--- config.mk ---
export PLATFORM = sky130hd
export DESIGN_NAME = seq_alu_flat
export DESIGN_NICKNAME = d
export VERILOG_FILES = /design/src/rtl/seq_alu_if.sv /design/src/rtl/seq_alu.sv /design/src/flat_wrapper.sv
export SDC_FILE = /design/constraint.sdc
export NUM_CORES = 1
export LEC_CHECK = 0
export CORE_MARGIN = 2
export CORE_UTILIZATION = 43
export CTS_CLUSTER_DIAMETER = 30
export CTS_CLUSTER_SIZE = 24
export DETAILED_ROUTE_END_ITERATION = 16
export SETUP_SLACK_MARGIN = 0.5
export SYNTH_ARGS = -nofsm -noshare
export SYNTH_HDL_FRONTEND = slang
export SYNTH_SLANG_ARGS = --single-unit
export TNS_END_PERCENT = 50
--- constraint.sdc ---
create_clock -name clk -period 4.3 [get_ports clk]
set_input_delay 1.29 -clock clk [delete_from_list [all_inputs] [get_ports clk]]
set_output_delay 1.29 -clock clk [all_outputs]
set_load 0.03 [all_outputs]
--- src/rtl/seq_alu_if.sv ---
// Operand/result bundle between the control sequencer and seq_alu.
interface seq_alu_if #(parameter int WIDTH = 16);
    logic             start;
    logic [2:0]       op;
    logic [WIDTH-1:0] ac;
    logic [WIDTH-1:0] dr;
    logic             e_in;
    logic [WIDTH-1:0] result;
    logic [WIDTH-1:0] result_hi;
    logic             e_out;
    logic             ovf;
    logic             n;
    logic             z;
    logic             busy;
    logic             done;

    modport master (
        output start, op, ac, dr, e_in,
        input  result, result_hi, e_out, ovf, n, z, busy, done
    );

    modport slave (
        input  start, op, ac, dr, e_in,
        output result, result_hi, e_out, ovf, n, z, busy, done
    );
endinterface

--- src/rtl/seq_alu.sv ---
// Clocked accumulator ALU: single-cycle AC/DR/E ops plus WIDTH-cycle shift-add multiply.
module seq_alu #(
    parameter int WIDTH = 16
) (
    input  logic      clk,
    input  logic      rst,
    seq_alu_if.slave  bus
);
    localparam int CW = $clog2(WIDTH + 1);
    localparam logic [CW-1:0] CNT_ONE  = CW'(1);
    localparam logic [CW-1:0] CNT_INIT = CW'(WIDTH);

    typedef enum logic [2:0] {
        OP_ADD = 3'b000, OP_AND = 3'b001, OP_LDA = 3'b010, OP_CMA = 3'b011,
        OP_CIR = 3'b100, OP_CIL = 3'b101, OP_INC = 3'b110, OP_MUL = 3'b111
    } op_e;

    typedef enum logic {IDLE, MUL_RUN} state_e;

    state_e             state_q, state_d;
    logic [CW-1:0]      cnt_q, cnt_d;
    logic [WIDTH-1:0]   mcand_q, mcand_d;
    logic [2*WIDTH-1:0] prod_q, prod_d;
    logic               e_q, e_d;
    logic [WIDTH-1:0]   result_q, result_d;
    logic [WIDTH-1:0]   result_hi_q, result_hi_d;
    logic               e_out_q, e_out_d;
    logic               ovf_q, ovf_d;
    logic               n_q, n_d;
    logic               z_q, z_d;
    logic               busy_q, busy_d;
    logic               done_q, done_d;

    logic [WIDTH-1:0]   res;
    logic               e_new;
    logic               ov;
    logic [WIDTH:0]     sum;
    logic [2*WIDTH-1:0] prod_nx;

    always_comb begin
        state_d     = state_q;
        cnt_d       = cnt_q;
        mcand_d     = mcand_q;
        prod_d      = prod_q;
        e_d         = e_q;
        result_d    = result_q;
        result_hi_d = result_hi_q;
        e_out_d     = e_out_q;
        ovf_d       = ovf_q;
        n_d         = n_q;
        z_d         = z_q;
        busy_d      = busy_q;
        done_d      = 1'b0;
        res         = '0;
        e_new       = bus.e_in;
        ov          = 1'b0;
        sum         = '0;
        prod_nx     = '0;

        case (state_q)
            IDLE: begin
                if (bus.start) begin
                    if (op_e'(bus.op) == OP_MUL) begin
                        state_d = MUL_RUN;
                        busy_d  = 1'b1;
                        cnt_d   = CNT_INIT;
                        mcand_d = bus.ac;
                        prod_d  = {{WIDTH{1'b0}}, bus.dr};
                        e_d     = bus.e_in;
                    end else begin
                        case (op_e'(bus.op))
                            OP_ADD: begin
                                {e_new, res} = {1'b0, bus.ac} + {1'b0, bus.dr};
                                ov = (bus.ac[WIDTH-1] == bus.dr[WIDTH-1]) &&
                                     (res[WIDTH-1] != bus.ac[WIDTH-1]);
                            end
                            OP_AND: res = bus.ac & bus.dr;
                            OP_LDA: res = bus.dr;
                            OP_CMA: res = ~bus.ac;
                            OP_CIR: begin
                                res   = {bus.e_in, bus.ac[WIDTH-1:1]};
                                e_new = bus.ac[0];
                            end
                            OP_CIL: begin
                                res   = {bus.ac[WIDTH-2:0], bus.e_in};
                                e_new = bus.ac[WIDTH-1];
                            end
                            OP_INC: begin
                                {e_new, res} = {1'b0, bus.ac} + {{WIDTH{1'b0}}, 1'b1};
                                ov = (bus.ac == {1'b0, {(WIDTH-1){1'b1}}});
                            end
                            default: res = '0;
                        endcase
                        result_d    = res;
                        result_hi_d = '0;
                        e_out_d     = e_new;
                        ovf_d       = ov;
                        n_d         = res[WIDTH-1];
                        z_d         = (res == '0);
                        done_d      = 1'b1;
                    end
                end
            end
            MUL_RUN: begin
                // Add multiplicand into the high half when the current multiplier bit is set, then shift right.
                sum     = {1'b0, prod_q[2*WIDTH-1:WIDTH]} +
                          (prod_q[0] ? {1'b0, mcand_q} : {(WIDTH+1){1'b0}});
                prod_nx = {sum, prod_q[WIDTH-1:1]};
                prod_d  = prod_nx;
                cnt_d   = cnt_q - CNT_ONE;
                if (cnt_q == CNT_ONE) begin
                    state_d     = IDLE;
                    busy_d      = 1'b0;
                    done_d      = 1'b1;
                    result_d    = prod_nx[WIDTH-1:0];
                    result_hi_d = prod_nx[2*WIDTH-1:WIDTH];
                    e_out_d     = e_q;
                    ovf_d       = |prod_nx[2*WIDTH-1:WIDTH];
                    n_d         = prod_nx[WIDTH-1];
                    z_d         = (prod_nx[WIDTH-1:0] == '0);
                end
            end
            default: state_d = IDLE;
        endcase
    end

    always_ff @(posedge clk or posedge rst) begin
        if (rst) begin
            state_q     <= IDLE;
            cnt_q       <= '0;
            mcand_q     <= '0;
            prod_q      <= '0;
            e_q         <= 1'b0;
            result_q    <= '0;
            result_hi_q <= '0;
            e_out_q     <= 1'b0;
            ovf_q       <= 1'b0;
            n_q         <= 1'b0;
            z_q         <= 1'b0;
            busy_q      <= 1'b0;
            done_q      <= 1'b0;
        end else begin
            state_q     <= state_d;
            cnt_q       <= cnt_d;
            mcand_q     <= mcand_d;
            prod_q      <= prod_d;
            e_q         <= e_d;
            result_q    <= result_d;
            result_hi_q <= result_hi_d;
            e_out_q     <= e_out_d;
            ovf_q       <= ovf_d;
            n_q         <= n_d;
            z_q         <= z_d;
            busy_q      <= busy_d;
            done_q      <= done_d;
        end
    end

    assign bus.result    = result_q;
    assign bus.result_hi = result_hi_q;
    assign bus.e_out     = e_out_q;
    assign bus.ovf       = ovf_q;
    assign bus.n         = n_q;
    assign bus.z         = z_q;
    assign bus.busy      = busy_q;
    assign bus.done      = done_q;
endmodule

--- src/flat_wrapper.sv ---
// flat-port wrapper written by rule: the top's interface ports become plain ports
module seq_alu_flat 
#(
    parameter int WIDTH = 16
)
  (clk, rst, bus_start, bus_op, bus_ac, bus_dr, bus_e_in, bus_result, bus_result_hi, bus_e_out, bus_ovf, bus_n, bus_z, bus_busy, bus_done);
  seq_alu_if #(.WIDTH(WIDTH)) bus_i ();
  input  logic clk;
  input  logic rst;
  input wire logic [$bits(bus_i.start)-1:0] bus_start;
  input wire logic [$bits(bus_i.op)-1:0] bus_op;
  input wire logic [$bits(bus_i.ac)-1:0] bus_ac;
  input wire logic [$bits(bus_i.dr)-1:0] bus_dr;
  input wire logic [$bits(bus_i.e_in)-1:0] bus_e_in;
  output wire logic [$bits(bus_i.result)-1:0] bus_result;
  output wire logic [$bits(bus_i.result_hi)-1:0] bus_result_hi;
  output wire logic [$bits(bus_i.e_out)-1:0] bus_e_out;
  output wire logic [$bits(bus_i.ovf)-1:0] bus_ovf;
  output wire logic [$bits(bus_i.n)-1:0] bus_n;
  output wire logic [$bits(bus_i.z)-1:0] bus_z;
  output wire logic [$bits(bus_i.busy)-1:0] bus_busy;
  output wire logic [$bits(bus_i.done)-1:0] bus_done;
  assign bus_i.start = bus_start;
  assign bus_i.op = bus_op;
  assign bus_i.ac = bus_ac;
  assign bus_i.dr = bus_dr;
  assign bus_i.e_in = bus_e_in;
  assign bus_result = bus_i.result;
  assign bus_result_hi = bus_i.result_hi;
  assign bus_e_out = bus_i.e_out;
  assign bus_ovf = bus_i.ovf;
  assign bus_n = bus_i.n;
  assign bus_z = bus_i.z;
  assign bus_busy = bus_i.busy;
  assign bus_done = bus_i.done;
  seq_alu #(.WIDTH(WIDTH)) u_core (.clk(clk), .rst(rst), .bus(bus_i));
endmodule
; Word-level counts from Yosys, hierarchy flattened
; Index checks and enable logic that the tools add are counted.
[totals]
regBits = 93
inputBits = 39
output_inout_bits = 38
elab_cells = 93
[op_classes]
add_sub_neg = 4
eq_ne = 15
n_mux = 49
n_bitwise = 3
reduce_logical = 9
[ops]
columns = op, n
row1 = $mux W16, 10
row2 = $pmux W16 S7, 1
row3 = $mux W32, 2
row4 = $pmux W16 S2, 2
row5 = $pmux W32 S2, 1
row6 = $logic_not A16 Y1, 2
row7 = $mux W1, 21
row8 = $add A16 B1 Y17 const B, 1
row9 = $add A16 B16 Y17, 1
row10 = $add A16 B17 Y17, 1
row11 = $and A16 B16 Y16, 1
row12 = $eq A16 B15 Y1 const B, 1
row13 = $not A16 Y16, 1
row14 = $pmux W1 S2, 8
row15 = $reduce_or A16 Y1, 1
row16 = $eq A3 B3 Y1 const B, 4
row17 = $mux W5, 2
row18 = $pmux W5 S2, 1
row19 = $reduce_and A3 Y1, 3
row20 = $eq A3 B2 Y1 const B, 2
row21 = $ne A2 B2 Y1 const B, 3
row22 = $eq A5 B1 Y1 const B, 1
row23 = $sub A5 B1 Y5 const B, 1
row24 = $pmux W1 S4, 1
row25 = 8 further kinds, 8

; Longest topological paths before layout
; Gate-level depths: netlist of the first run.
[depth]
depth_word = 9
ltp_mapped = 14
ltp_nobuf = 13

; Worst setup path before layout of the first run
; No wires, ideal clock.
[synth_path]
path_type = input to register
start = in bus_dr[0]
end = reg u_core.z_q, in the netlist u_core.bus.z
setup_time_ps = 66
arrival_ps = 3892
t_required_ps = 4234
path_slack_ps = 342
cell_stages = 10
path_buffers = 0
path_cell_list = ha_1 > fa_1 > a211oi_1 > o21ai_1 > a311oi_1 > or4_1 > nand3_1 > or4_1 > or4_1 > nand2_1
[synth_between]
elab_chain_len = 9
word_cells_on_any_way = 10
cone_classes = 1 x add/sub / 7 x mux / 1 x bitwise / 1 x reduce/logical
[synth_lines]
columns = element, line_no
row1 = "start, declared", flat_wrapper.sv:13  ; input wire logic [$bits(bus_i.dr)-1:0] bus_dr;
row2 = $add A16 B16 Y17 / $and A16 B16 Y16 (equally long branches), "seq_alu.sv:73, seq_alu.sv:77"
row3 = $pmux W16 S7 *, seq_alu.sv:71  ; case (op_e'(bus.op))
row4 = $mux W16 *, seq_alu.sv:63  ; if (op_e'(bus.op) == OP_MUL) begin
row5 = $mux W16 *, seq_alu.sv:62  ; if (bus.start) begin
row6 = $mux W16 *, seq_alu.sv:60  ; case (state_q)
row7 = $logic_not A16 Y1 *, seq_alu.sv:99  ; z_d = (res == '0);
row8 = $mux W1 *, seq_alu.sv:63
row9 = $mux W1 *, seq_alu.sv:62
row10 = $pmux W1 S2 *, seq_alu.sv:60
row11 = "end signal, assigned", seq_alu.sv:153  ; z_q <= z_d;
row12 = "end, declared", seq_alu.sv:30  ; logic z_q, z_d;
; Every way passes the cells marked *; elsewhere a longest branch is shown, timed or not. The select of a mux whose other input is x is not followed.
; A chain may end at the register's enable or synchronous reset.

; Worst setup path in the final report of the first run
[layout_path]
start = in bus_ac[0]
end = reg u_core.z_q, in the netlist u_core.bus.z
[layout_between]
elab_chain_len = 9
word_cells_on_any_way = 12
cone_classes = 2 x add/sub / 7 x mux / 2 x bitwise / 1 x reduce/logical
[layout_lines]
columns = element, line_no
row1 = "start, declared", flat_wrapper.sv:12  ; input wire logic [$bits(bus_i.ac)-1:0] bus_ac;
row2 = $add A16 B1 Y17 (tied with other cells), seq_alu.sv:89  ; {e_new, res} = {1'b0, bus.ac} + {{WIDTH{1'b0}}, 1'b1};
row3 = $pmux W16 S7 *, seq_alu.sv:71
row4 = $mux W16 *, seq_alu.sv:63
row5 = $mux W16 *, seq_alu.sv:62
row6 = $mux W16 *, seq_alu.sv:60
row7 = $logic_not A16 Y1 *, seq_alu.sv:99
row8 = $mux W1 *, seq_alu.sv:63
row9 = $mux W1 *, seq_alu.sv:62
row10 = $pmux W1 S2 *, seq_alu.sv:60
; Marks and branches as above.

==> metrics.yaml, run 1 <==
regArea_mm2: 0.002303
worst_setup_path_start_kind: "primary input"
critical_path_arrival_ns: 4.02
globalplace.congestion: 0.9781
setup_slack_ns: 0.5713
global_route.overflow_total: 0
h-tree-depth: 3
worst_path_most_repeated_cell: "sky130_fd_sc_hd__or4_1"
detailed_placement_wirelength_estimate_um: 17190
synth_edf_count: 0
clk-insertion-delay-late_ns: 0.35
synth_net_count: 883
wl_um: 22750
rsz0062_at_grt: "yes"
clockBufferDepth: 2
number_of_instances_in_the_placed_design: 1149
power_leakage_uw: 0.004207
post-route-util: 0.5967
core.rowCount: 45
worst_setup_path_end_kind: "register"
clock-sinks: 92
required_ns: 4.59
layout-drive-gt1-share: 0.2170
slew_violations: 0
critical_path.max_stage_delay_ns: 0.50
grt_first_pass_wirelength_um: 35540
fp.dieArea_mm2: 0.01663
relative_area_change_from_synthesis_to_final_layout_pct: 35.59
first_iter_violations: 498
synth-warning-count: 0
fmax_mhz: 268.2
cp_cell_instances: "buf_4 > ha_4 > fa_2 > a211oi_4 > o21ai_2 > a311oi_4 > or4_1 > nand3_2 > or4_1 > or4_1 > nand2_1"
postSynthAreaPerCell_um2: 8.321
finalHoldViolations: 0
floorplan.die.width_um: 129.0
multi_input_comb_area_mm2: 0.004420
dominantRegCellSynth: "sky130_fd_sc_hd__dfrtp_1"
preCtsSetupSlack_ns: -0.1195
ys_seq_elements: 92
routed_via_density: 5.763
final_cell_area_mm2: 0.009105
synth_seq_area_share: 0.3428
synth_cells: 807
die_h_um: 129.0
post_synth_num_cell_types: 74
area_of_the_mapped_netlist_mm2: 0.006715
crit_path_max_fanout: 3
grt_max_degree: 61
final-setup-viol-count: 0
buffers_added_on_ports: 76
cts_tree: "done"
run_status: "completed"
initial_utilization: 0.4401
antenna-diode-count: 0
worst_ir_drop_vdd_mv: 0.3420
nFillCells: 1348
cell_with_the_biggest_individual_delay_on_the_critical_path: "sky130_fd_sc_hd__or4_1"
drt_pre_antenna_iters: 4
post-route-drc-count: 0
cts_clk_pin_slew_worst_paths_ns: 0.07
total_cell_area_at_the_placement_stage_mm2: 0.008382
min-delay-path-class: "reg2reg"
layout.nets: 1034
grt_use_total: 0.2742
crit_type: "in2reg"
cts_made_buffers: 9
timing.final.crit_period_ns: 3.729
core_area_mm2: 0.01526
timing.clock.skew_ns: 0.008874
cts_root_buffer: "sky130_fd_sc_hd__clkbuf_16"
power.density_mw_per_mm2: 607.4
synth-async-reset-ratio: 1.000
drt-wirelength-per-cell_um: 19.37
ios: 77
max_cap_violations: 0
grt_pass1_vias: 6623
worst_slew_margin_rel: 0.1693
finish.cell_count_without_fillers: 1174
final.period_utilization: 0.8671
vias: 6766
drt.antenna.violating_nets: 0
max_slew.worst_pin.slew_ns: 1.241
grt_antenna_before_repair: 0
==> cells in the final DEF (no fill, tap or decap), types with 17 or more instances in the layout <==
cell type,n
sky130_fd_sc_hd__nand2_1,141
sky130_fd_sc_hd__buf_4,105
sky130_fd_sc_hd__dfrtp_1,91
sky130_fd_sc_hd__nor2_1,67
sky130_fd_sc_hd__clkdlybuf4s50_1,53
sky130_fd_sc_hd__o21ai_0,43
sky130_fd_sc_hd__a21oi_1,35
sky130_fd_sc_hd__ha_1,24
sky130_fd_sc_hd__mux2_2,22
sky130_fd_sc_hd__inv_1,21
sky130_fd_sc_hd__xnor2_1,21
sky130_fd_sc_hd__dlymetal6s2s_1,19
sky130_fd_sc_hd__a31oi_1,18
sky130_fd_sc_hd__nand3_1,17
sky130_fd_sc_hd__mux2i_1,17
==> stage by stage <==
stage | TNS (ns) | hold slack, ns | power [µW]
after CTS | 0 | 0.4788 | 5490
after floorplan | 0 | 0.4499 | 3638
after global placement | -0.1080 | 0.4540 | 4545
final | 0 | 0.4754 | 5531
after detailed placement | -0.1206 | 0.4609 | 4636
after global routing | 0 | 0.4973 | 5970
==> what timing repair did <==
item | 4_1_cts | 5_1_grt
hold endpoints to repair | 0 | 0
setup buffers | 2 | 6
endpoints found under the setup margin | 5 | 5
gates cloned | 0 | 1
gates resized for setup | 25 | 68
hold buffers | 0 | 0
pin swaps | 12 | 27
==> registers in the layout (all words and copies together), names as in the netlist <==
name,flops
u_core.bus.result,15
u_core.state_q,1
u_core.cnt_q,5
u_core.mcand_q,16
u_core.bus.z,1
u_core.bus.ovf,1
u_core.prod_q,32
u_core.bus.result_hi,16
u_core.bus.e_out,1
u_core.bus.n,1
u_core.bus.busy,1
u_core.bus.done,1
u_core.e_q,1
==> Yosys cell counts, types with 3 or more instances <==
cell                       count  area share
sky130_fd_sc_hd__nor3_1       10      0.0075
sky130_fd_sc_hd__inv_1        23       0.013
sky130_fd_sc_hd__o311a_1       3      0.0045
sky130_fd_sc_hd__buf_1         3      0.0017
sky130_fd_sc_hd__clkbuf_1     35       0.020
sky130_fd_sc_hd__o22ai_1       9      0.0084
sky130_fd_sc_hd__mux4_2        3       0.010
sky130_fd_sc_hd__and2_1       18       0.017
sky130_fd_sc_hd__a21oi_1      37       0.028
sky130_fd_sc_hd__nand2b_1     12       0.011
sky130_fd_sc_hd__a221oi_1      5      0.0065
sky130_fd_sc_hd__and3_1        3      0.0028
sky130_fd_sc_hd__xnor2_1      21       0.027
sky130_fd_sc_hd__dfrtp_1      92        0.34
sky130_fd_sc_hd__nand4_1       7      0.0065
sky130_fd_sc_hd__nor4_1        7      0.0065
sky130_fd_sc_hd__a22oi_1      10       0.011
sky130_fd_sc_hd__nand2_1     142       0.079
sky130_fd_sc_hd__or3_1         4      0.0037
sky130_fd_sc_hd__or4_1         4      0.0045
sky130_fd_sc_hd__ha_1         35       0.065
sky130_fd_sc_hd__nor2_1       72       0.040
sky130_fd_sc_hd__nand4b_1      3      0.0039
sky130_fd_sc_hd__o21ai_0      47       0.035
sky130_fd_sc_hd__xor2_1       13       0.017
sky130_fd_sc_hd__nor2b_1       5      0.0047
sky130_fd_sc_hd__o21a_1        7      0.0078
sky130_fd_sc_hd__or2_2         3      0.0028
sky130_fd_sc_hd__mux2i_1      17       0.025
sky130_fd_sc_hd__o31ai_1      14       0.016
sky130_fd_sc_hd__a211o_1       4      0.0052
sky130_fd_sc_hd__a211oi_1      9       0.010
sky130_fd_sc_hd__buf_2         8      0.0060
sky130_fd_sc_hd__mux2_2       22       0.037
sky130_fd_sc_hd__a21o_1       13       0.015
sky130_fd_sc_hd__nand3_1      20       0.015
sky130_fd_sc_hd__a31oi_1      18       0.017
==> power by group <==
group | internal [µW] | switching (µW) | total, µW
clock network | 460 | 363 | 823
registers | 1280 | 265 | 1550
logic | 1330 | 1830 | 3160
total | 3070 | 2460 | 5530
==> worst max-delay path, delay by kind of cell <==
kind / cells / cell delay, ns
and+or+nand+nor: 5 / 1.30
AOI/OAI and AO/OA: 3 / 0.78
adders and majority gates: 2 / 0.51
buffers and inverters: 1 / 0.12
==> layer usage <==
| metal | wire length, µm | global-route usage | up-vias |
|---|---|---|---|
| li1 | - | - | 3193 |
| met1 | 10340 | 0.3825 | 3289 |
| met2 | 10360 | 0.4370 | 235 |
| met3 | 1309 | 0.04283 | 49 |
| met4 | 734 | 0.09079 | 0 |
| met5 | 0 | 0 | - |
==> final timing paths <==
path                                                    from                                end  slack, ns  depth (start not counted)
max                                                bus_ac[0]           u_core.bus.z$_DFFE_PP0P_       0.57                         11
min                        u_core.bus.result[13]$_DFFE_PP0P_  u_core.bus.result[13]$_DFFE_PP0P_       0.48                          2
max reg2reg                     u_core.prod_q[0]$_DFFE_PP0P_         u_core.bus.ovf$_DFFE_PP0P_       0.59                         13
min reg2reg                u_core.bus.result[13]$_DFFE_PP0P_  u_core.bus.result[13]$_DFFE_PP0P_       0.48                          2
max in group asynchronous                                rst       u_core.prod_q[0]$_DFFE_PP0P_       2.12                          3
min in group asynchronous                                rst          u_core.bus.done$_DFF_PP0_       1.41                          2
==> cell families after synthesis <==
group                      after synthesis  synth area share
and+or+nand+nor                        319            0.2163
AOI/OAI and AO/OA                      210            0.2102
DFF                                     92            0.3428
buffers and inverters                   73           0.04286
muxes                                   42           0.07229
adders and majority gates               37           0.07118
xor gates and xnor gates                34           0.04435
==> area by class of cell <==
type	count	share of cell area
sequential	92	0.2530
clock inverter	7	0.008932
clock buffer	9	0.02474
timing repair buffer	187	0.1873
tap	211	0.02900
multi-input combinational	642	0.4855
inverter	26	0.01154
No activity file was read; power rests on OpenSTA's default activity.
==> run 2: changes to the inputs <==
--- a/config.mk
+++ b/config.mk
@@ -5,7 +5,6 @@
 export SDC_FILE = /design/constraint.sdc
 export NUM_CORES = 1
 export LEC_CHECK = 0
-export CORE_MARGIN = 2
 export CORE_UTILIZATION = 43
 export CTS_CLUSTER_DIAMETER = 30
 export CTS_CLUSTER_SIZE = 24
==> metrics.yaml, run 2 (synthesis results as in run 1) <==
run_status: "completed"
drt_pre_antenna_iters: 7
largest_reg_flops: 32
cts_made_buffers: 9
finalHoldViolations: 0
cp_cell_instances: "buf_2 > ha_4 > fa_2 > a211oi_4 > o21ai_2 > a311oi_2 > or4_1 > nand3_2 > or4_4 > or4_1 > nand2_1"
slew_violations: 0
min_to: "u_core.bus.result_hi[15]$_DFFE_PP0P_"
first_iter_violations: 540
ios: 77
mostFrequentLayoutCells: "sky130_fd_sc_hd__nand2_1, sky130_fd_sc_hd__buf_4, sky130_fd_sc_hd__dfrtp_1"
crit_type: "in2reg"
critical-path-top-delay-family: "simple AND/OR/NAND/NOR gates"
internal-power_uw: 3068
initial_utilization: 0.4417
cell_with_the_biggest_individual_delay_on_the_critical_path: "sky130_fd_sc_hd__or4_4"
reg2reg_from: "u_core.prod_q[0]$_DFFE_PP0P_"
multi_input_comb_area_mm2: 0.004422
drt.antenna.violating_nets: 0
timing.final.crit_period_ns: 3.696
worst_setup_path_end_kind: "register"
grt_max_degree: 61
post-route-util: 0.5923
required_ns: 4.59
switching_share: 0.4454
rsz0062_at_grt: "no"
cts_clk_pin_slew_worst_paths_ns: 0.07
worst_path_most_repeated_cell: "sky130_fd_sc_hd__or4_1"
preCtsSetupSlack_ns: -0.1582
global_route.overflow_total: 0
layout.nets: 1026
crit_path_max_fanout: 3
regArea_mm2: 0.002303
cts_tree: "done"
power.switching_uw: 2463
part_of_the_power_in_combinational_logic: 0.573
fp.dieArea_mm2: 0.01612
timing.clock.skew_ns: 0.01104
power.density_mw_per_mm2: 614.3
vias: 6760
most_common_cell_after_layout_fill_and_taps_aside: "sky130_fd_sc_hd__nand2_1"
max_slew.worst_pin.slew_ns: 0.8321
hold-worst-slack_ns: 0.4817
power_leakage_uw: 0.004149
critical_path.max_stage_delay_ns: 0.49
globalplace.congestion: 0.9408
worst_slew_margin_rel: 0.4446
final.period_utilization: 0.8596
grt_antenna_before_repair: 0
clockBufferDepth: 2
clk-insertion-delay-late_ns: 0.36
layout-drive-gt1-share: 0.2073
critical_path_arrival_ns: 3.99
registers.top_by_ff_count: "u_core.prod_q"
grt_use_total: 0.2856
core_area_mm2: 0.01520
reg2reg_depth: 12
worstReg2RegEnd: "u_core.bus.ovf$_DFFE_PP0P_"
clock-sinks: 92
power.share.clock: 0.150
critPathBufInv: 1
h-tree-depth: 3
antenna-diode-count: 0
rrSetupSlack_ns: 0.79
final-setup-viol-count: 0
grt_first_pass_wirelength_um: 35510
setup_slack_ns: 0.6037
power.share.sequential: 0.277
floorplan.die.width_um: 127.0
core.rowCount: 45
fmax_mhz: 270.5
timing.hold.worst_path_depth: 2
nFillCells: 1359
worstSetupPathDepth: 11
relative_area_change_from_synthesis_to_final_layout_pct: 34.08
cts_root_buffer: "sky130_fd_sc_hd__clkbuf_16"
min-delay-path-class: "reg2reg"
detailed_placement_wirelength_estimate_um: 16930
die_h_um: 127.0
routed_via_density: 5.914
power_total_uw: 5531
worst_setup_path_start_kind: "primary input"
wl_um: 22500
worst_hold_startpoint: "u_core.bus.result_hi[15]$_DFFE_PP0P_"
post-route-drc-count: 0
worst_ir_drop_vdd_mv: 0.4940
max_cap_violations: 0
drt-wirelength-per-cell_um: 19.69
grt_pass1_vias: 6521
buffers_added_on_ports: 76
## run 2: repair_timing
item,4_1_cts,5_1_grt
hold buffers,0,0
endpoints found under the setup margin,6,5
buffers inserted,1,9
pin swaps,14,26
resized for setup,30,68
gates cloned,0,1
## run 2: final cells by class
| type | instances | area share |
|---|---|---|
| Clock buffer | 9 | 0.02501 |
| Sequential cell | 92 | 0.2558 |
| Tap cell | 188 | 0.02613 |
| Multi-Input combinational cell | 642 | 0.4911 |
| Timing Repair Buffer | 179 | 0.1814 |
| Clock inverter | 7 | 0.009311 |
| Inverter | 26 | 0.01126 |
## run 2: worst max path at each step
stage	slack, ns	start	end
after floorplan	0.52	bus_dr[0]	u_core.bus.z$_DFFE_PP0P_
after global placement	-0.17	bus_ac[1]	u_core.bus.z$_DFFE_PP0P_
after detailed placement	-0.16	bus_ac[1]	u_core.bus.z$_DFFE_PP0P_
after CTS	0.50	bus_dr[6]	u_core.bus.z$_DFFE_PP0P_
after global routing	0.50	bus_ac[0]	u_core.bus.z$_DFFE_PP0P_
final	0.60	bus_ac[0]	u_core.bus.z$_DFFE_PP0P_
## run 2: tightest hold or removal path: cells and delay by family, from the launching register on
family        cells  cell delay (ns)
flops             1             0.35
simple gates      2             0.10
## run 2: power by group through the flow
stage | Sequential, µW | Combinational (µW) | Clock, µW
2_1_floorplan | 1780 | 1860 | 0
3_3_place_gp | 1540 | 3000 | 0
3_5_place_dp | 1560 | 3070 | 0
4_1_cts | 1540 | 3100 | 839
5_1_grt | 1580 | 3500 | 879
6_report | 1530 | 3170 | 830
## run 2: metrics by stage
step,cell area [µm²],instances,setup TNS [ns]
final,9004,1143,0
after CTS,8647,1133,0
after global placement,8265,1116,-0.1730
after floorplan,6729,807,0
after global routing,9004,1143,0
after detailed placement,8265,1116,-0.1582
## run 2: per-layer routing
layer,global-route usage,vias to the layer above,share of wire
met1,0.4012,3322,0.46
li1,-,3194,-
met5,0,-,0
met2,0.4567,210,0.47
met3,0.03712,34,0.050
met4,0.09034,0,0.022
